`src/rtl/sync_updown_counter.sv`:
```
// sync_updown_counter: parametrised synchronous up/down modulo counter
//   CLK      rising-edge clock
//   Reset_n  asynchronous active-low reset (Q = 0, Wrap = 0)
//   Clr      synchronous clear, highest priority
//   Load     synchronous load of D, clamped to MODULUS-1
//   D        load value
//   En       count enable
//   Up       direction, 1 = increment, 0 = decrement
//   Sat      1 = hold at the end value, 0 = wrap modulo MODULUS
//   Q        registered count, always within 0..MODULUS-1
//   TC       combinational terminal count, for cascading into a next stage's En
//   Wrap     registered pulse, high the cycle after a wrapping edge
module sync_updown_counter #(
  parameter int WIDTH = 8,
  parameter longint unsigned MODULUS = 64'd1 << WIDTH
) (
  input  logic             CLK,
  input  logic             Reset_n,
  input  logic             Clr,
  input  logic             Load,
  input  logic [WIDTH-1:0] D,
  input  logic             En,
  input  logic             Up,
  input  logic             Sat,
  output logic [WIDTH-1:0] Q,
  output logic             TC,
  output logic             Wrap
);
  localparam logic [WIDTH-1:0] MAX = WIDTH'(MODULUS - 64'd1);
  logic [WIDTH-1:0] q_q, q_d;
  logic wrap_q, wrap_d, at_max, at_zero, end_hit;
  assign at_max  = q_q == MAX;
  assign at_zero = q_q == '0;
  // End value depends on direction; the step never runs past it, so a
  // non-power-of-two modulus does not rely on natural overflow.
  assign end_hit = Up ? at_max : at_zero;
  always_comb begin
    q_d    = q_q;
    wrap_d = 1'b0;
    if (Clr) q_d = '0;
    else if (Load) q_d = (D > MAX) ? MAX : D;
    else if (En) begin
      q_d    = end_hit ? (Sat ? q_q : (Up ? '0 : MAX)) : (Up ? q_q + WIDTH'(1) : q_q - WIDTH'(1));
      wrap_d = end_hit & ~Sat;
    end
  end
  always_ff @(posedge CLK or negedge Reset_n) begin
    if (!Reset_n) begin
      q_q    <= '0;
      wrap_q <= 1'b0;
    end else begin
      q_q    <= q_d;
      wrap_q <= wrap_d;
    end
  end
  assign Q    = q_q;
  assign Wrap = wrap_q;
  assign TC   = En & end_hit;
endmodule
```
`config.mk`:
```
export PLATFORM = sky130hd
export DESIGN_NAME = sync_updown_counter
export DESIGN_NICKNAME = d
export VERILOG_FILES = /design/src/rtl/sync_updown_counter.sv
export SDC_FILE = /design/constraint.sdc
export NUM_CORES = 1
export LEC_CHECK = 0
export ABC_AREA = 1
export CORE_UTILIZATION = 48
export DETAILED_ROUTE_END_ITERATION = 7
export GPL_TIMING_DRIVEN = 0
export PLACE_DENSITY = 0.87
export SETUP_SLACK_MARGIN = 0.05
export SYNTH_ARGS = -nofsm -noshare
export SYNTH_HDL_FRONTEND = slang
export SYNTH_SLANG_ARGS = --single-unit
```
`constraint.sdc`:
```
create_clock -name CLK -period 2 [get_ports CLK]
set_input_delay 0.3 -clock CLK [delete_from_list [all_inputs] [get_ports CLK]]
set_output_delay 0.3 -clock CLK [all_outputs]
set_load 0.01 [all_outputs]
```
==> results of run 1 <==
==> area by class of cell <==
cell class / instances / area (µm²)
multi-input cells: 128 / 654
repair buffers: 24 / 238
flip-flops and latches: 9 / 229
inverters: 28 / 110
fillers: 177 / 651
well taps: 27 / 33.8
clock buffers: 4 / 26.3
==> final timing paths <==
path | from | end | slack (ps) | cells after the start
max | Q[0] | TC | 180 | 6
min | Reset_n | Q[1] | 340 | 1
max reg2reg | Q[0] | Q[4] | 240 | 10
min reg2reg | Q[2] | Q[2] | 560 | 2
max in group asynchronous | Reset_n | Q[0] | 1340 | 1
min in group CLK | Q[2] | Q[2] | 560 | 2
==> where the power goes <==
group | switching, mW | internal, mW
clock | 0.0652 | 0.0770
combinational | 0.197 | 0.159
sequential | 0.0316 | 0.203
total | 0.294 | 0.439
==> cells in the final DEF (no fill, tap or decap), types with 2 or more instances in the layout <==
| cell type | netlist | layout |
|---|---|---|
| a21oi_1 | 4 | 4 |
| clkbuf_4 | 0 | 3 |
| clkdlybuf4s50_1 | 0 | 22 |
| dfrtp_1 | 9 | 6 |
| dfrtp_2 | 0 | 3 |
| dlygate4sd2_1 | 0 | 2 |
| ha_1 | 6 | 6 |
| inv_1 | 26 | 25 |
| nand2_1 | 61 | 61 |
| nand2_2 | 4 | 4 |
| nand3_1 | 14 | 14 |
| nor2_1 | 22 | 21 |
| nor2_2 | 1 | 2 |
| o21ai_0 | 3 | 2 |
| o22ai_1 | 2 | 2 |
==> cells by family after synthesis <==
group | synth area share [%]
and+or+nand+nor | 49.1
buffers and inverters | 11.2
AOI/OAI and AO/OA | 6.46
DFF | 22.8
adders and majority gates | 9.63
xor gates and xnor gates | 0.887
==> what timing repair did <==
item | 4_1_cts | 5_1_grt
pin swaps | 1 | 0
resized for setup | 5 | 3
buffers inserted | 0 | 0
setup endpoints to repair | 5 | 4
hold buffers | 0 | 0
==> routing by layer <==
layer,wire [µm],global-route usage [%]
met5,0,0
met4,44,12.0
met3,112,1.54
met2,1150,39.7
met1,1050,29.2
==> flip-flops by register name (all words and copies together), names as in the netlist <==
register / count
Wrap: 1
Q: 8
==> results.toml, run 1 <==
[status]
outcome = "complete, no violations"

[logic_synthesis]
synth_top_area_share_pct = 23.2
synth.ff_latch_count = 9
synth_top_area_cell = "nand2_1"
synthTopCellsByArea = "nand2_1 23%, dfrtp_1 23%, inv_1 9.9%"
synth_commonest_cells = "61 x nand2_1, 26 x inv_1, 22 x nor2_1"
synthCells = 165
yosysMostFrequentCell = "nand2_1"
ys_seq_area_share_pct = 22.8
synthesis.nets = 187
synth-edff-count = 0
synthFlopType = "dfrtp_1"
syn_area_per_cell_um2 = 5.98
syn_area_um2 = 987
async_reset_ff_share_pct = 100
synth_cell_types = 24
ys_warn_count = 0

[job]
max_cap_violations = 0

[route]
drt.antenna.violating_nets = 0
drtIter0Drc = 33
vias_per_cell = 4.98
dr_total_vias = 1096
wl_per_cell_um = 10.7
route.detailed.drc = 0
first_pass_iters = 4
drt-total-wl_mm = 2.36

[placement]
dpl.cell_count = 216
io_buffers = 24
gp_congestion = 0.863
dpl_cell_area_mm2 = 0.00126
dp_slack_ps = -340
hpwlAfterDp_mm = 1.96

[cts]
clock_path_buffers = 2
clock-sinks = 9
clk_pin_slew_ps = 60
cts-root-buf = "clkbuf_4"
numCtsBuffers = 3
cts_tree = "done"
htreeDepth = 1
clk_latency_ps = 260

[sta]
setup_viol = 0
tightest_slew_ps = 429
finalHoldViolCount = 0
clock_skew_ps = 0.655
drv_slew = 0
whs_ps = 340
final.setup.tns_ps = 0
timing.final.crit_share_pct = 91.0
rsz0062_at_grt = "false"
relSlewSlack_pct = 71.3
final.setup.worst_slack_ps = 180
fmax_ghz = 0.550
fin_crit_ps = 1820

[worst_setup_path]
path_buf_inv = 1
path_max_fanout = 7
timing.critical_path.mode_cell = "nor2_1"
arrival_ps = 1520
path_cells = "nor2_1 -> nand3_1 -> nor2_1 -> nor2_1 -> nor2_1 -> dlygate4sd2_1"
crit_family = "simple AND/OR/NAND/NOR gates"
endpoint_kind = "primary output"
slowest_delay_ps = 450
slowest_stage = "dfrtp_2"
required_ps = 1700
cp-start-kind = "flop"
path_class = "reg -> out"

[cells_and_area]
stdcell_area_mm2 = 0.00129
final_cells = 220
drive_gt1_share_pct = 10.4
antennaDiodeCount = 0
area_delta_synth_final_pct = 30.8
utilization_pct = 66.5
nets = 216

[floorplanning]
num_rows = 16
dieArea_mm2 = 0.00224
die_w_um = 47.4
die_y_um = 47.4
placeableCoreArea_mm2 = 0.00194
initial_core_util_pct = 50.8
io_pins = 25

[power]
powerDensity_mw_per_mm2 = 567
power_leakage_nw = 0.739
power_mw = 0.732
vdd_drop_max_mv = 0.489

[global_route]
grt_use_total_pct = 23.3
grt_pass1_wl_mm = 3.59
grt_pass1_vias = 907
grt_max_degree = 10
antenna_found_initial = 0
grt_overflow = 0

[min_path]
holdCritPathClass = "in -> async"
Power figures use the tool's default switching activity.
==> inputs of run 2 (changes only) <==
--- a/config.mk
+++ b/config.mk
@@ -6,11 +6,13 @@
 export NUM_CORES = 1
 export LEC_CHECK = 0
 export ABC_AREA = 1
-export CORE_UTILIZATION = 48
+export CORE_UTILIZATION = 52
 export DETAILED_ROUTE_END_ITERATION = 7
 export GPL_TIMING_DRIVEN = 0
-export PLACE_DENSITY = 0.87
+export PLACE_DENSITY = 0.93
+export RECOVER_POWER = 50
 export SETUP_SLACK_MARGIN = 0.05
 export SYNTH_ARGS = -nofsm -noshare
 export SYNTH_HDL_FRONTEND = slang
 export SYNTH_SLANG_ARGS = --single-unit
+export TNS_END_PERCENT = 30
==> constraint.sdc (replaced) <==
create_clock -name CLK -period 2.2 [get_ports CLK]
set_input_delay 0.33 -clock CLK [delete_from_list [all_inputs] [get_ports CLK]]
set_output_delay 0.33 -clock CLK [all_outputs]
set_load 0.01 [all_outputs]
==> run 2 against run 1 <==
Sequential power fell by 10%. Critical path type is now reg -> reg. Flip-flop and latch count unchanged. Die area fell by 7.4%. Combinational power is 5.6% lower. Power is 7.6% lower. Cell count stayed put. Setup slack better by 98 ps. Critical endpoint is now Q[4]. Final area up 1.1%. Clock power shrank 8%. Worst hold slack improved by 100 ps.
==> results.toml, run 2 (synthesized netlist as in run 1, its figures left out) <==
[power]
powerDensity_mw_per_mm2 = 518
power_frac_clock_pct = 19.3
p_int_mw = 0.402
switchingPower_mw = 0.275
power_leakage_nw = 0.768
vdd_drop_max_mv = 0.412
netSwitchingFraction_pct = 40.7
combPwrFrac_pct = 49.5
power_frac_seq_pct = 31.2

[worst_setup_path]
arrival_ps = 2080
required_ps = 2360
reg2reg_depth = 11
path_class = "reg -> reg"
path_max_fanout = 4
cp-start-kind = "flop"
endpoint_kind = "flop"

[route]
drt-total-wl_mm = 2.53
drtIter0Drc = 40
wl_per_cell_um = 11.5
dr_total_vias = 1152
drt.antenna.violating_nets = 0
wl_met1_mm = 1.07
first_pass_iters = 4
route.detailed.drc = 0
dr.max_layer_used = "met4"
wl_met3_um = 158
wl_met2_mm = 1.26
vias_per_cell = 5.24

[cells_and_area]
utilization_pct = 74.8
area_delta_synth_final_pct = 32.2
antennaDiodeCount = 0
fill_cells = 139
largest_reg_flops = 8
most-common-layout-cells = "61 x nand2_1, 26 x inv_1, 20 x nor2_1"
drive_gt1_share_pct = 10.8
nets = 218
layout_commonest_cell = "nand2_1"

[floorplanning]
num_rows = 15
die_w_um = 45.6
initial_core_util_pct = 56.6
io_pins = 25
placeableCoreArea_mm2 = 0.00175
die_y_um = 45.6
dieArea_mm2 = 0.00208

[sta]
finalHoldViolCount = 0
timing.final.crit_share_pct = 87.4
rsz0062_at_grt = "false"
tightest_slew_ps = 440
clock_skew_ps = 3.02
fin_crit_ps = 1920
drv_slew = 0
setup_viol = 0
whs_ps = 443
relSlewSlack_pct = 70.6
fmax_ghz = 0.520

[global_route]
grt_use_total_pct = 28.3
grt_overflow = 0
grt_max_degree = 10
grt_pass1_wl_mm = 4.25
antenna_found_initial = 0
grt_pass1_vias = 1038

[cts]
clk_latency_ps = 260
clock-sinks = 9
clk_pin_slew_ps = 60
cts_tree = "done"
cts-root-buf = "clkbuf_4"
htreeDepth = 1
clock_path_buffers = 2
numCtsBuffers = 3
cts_hold_buffers = 0

[placement]
io_buffers = 24
hpwlAfterDp_mm = 2.06
gp_congestion = 0.858

[min_path]
holdCritPathClass = "in -> async"

[status]
outcome = "complete, no violations"

[job]
max_cap_violations = 0
[run 2: path summary, 6_finish.rpt]
path	start	endpoint	slack [ps]
worst max-delay path	Q[0]	Q[4]	280
worst min-delay path	Reset_n	Wrap	440
worst max register to register	Q[0]	Q[4]	280
worst min register to register	Q[3]	Q[3]	570
max in group asynchronous	Reset_n	Q[1]	1430
min in group CLK	Q[3]	Q[3]	570
[run 2: through the flow]
step	setup WS, ps	cells	setup TNS, ps	total power, mW	cell area, µm²
global placement	-125	214	-493	0.524	1260
CTS	55.0	218	0	0.670	1290
finish	278	220	0	0.677	1310
detailed placement	-201	214	-818	0.538	1260
global route	121	220	0	0.726	1310
floorplan	553	165	0	0.418	987
[run 2: critical path, cell delays in order (launching register included)]
cell and delay (ps):
dfrtp_2 390, buf_4 140, inv_1 70, fa_1 470, inv_1 100, nand2_1 50, nand2_1 80, nor2_1 40
o21ai_0 250, nand2_1 80, nand3_1 100, nand2_1 60
[run 2: power groups by stage]
stage	Combinational [mW]	Sequential, mW	Clock [mW]
2_1_floorplan	0.203	0.216	0
3_3_place_gp	0.311	0.213	0
3_5_place_dp	0.324	0.214	0
4_1_cts	0.326	0.212	0.131
5_1_grt	0.376	0.214	0.135
6_report	0.335	0.211	0.131
[run 2: repair_timing]
action                     in CTS  in global routing
buffers inserted                0                  2
gates resized for setup         4                  3
setup endpoints to repair       1                  1
[run 2: metal layers]
metal	up-vias	GRT usage, %
met2	49	50.0
met5	-	0
li1	573	-
met4	0	12.1
met1	523	34.6
met3	7	2.38
[run 2: area by class of cell]
| cell class | count | area, µm² | area share (%) |
|---|---|---|---|
| Tap cell | 25 | 31.3 | 2.40 |
| Inverter | 28 | 110 | 8.44 |
| Clock buffer | 4 | 26.3 | 2.01 |
| Timing Repair Buffer | 26 | 256 | 19.7 |
| Sequential cell | 9 | 229 | 17.5 |
| Multi-Input combinational cell | 128 | 652 | 50.0 |
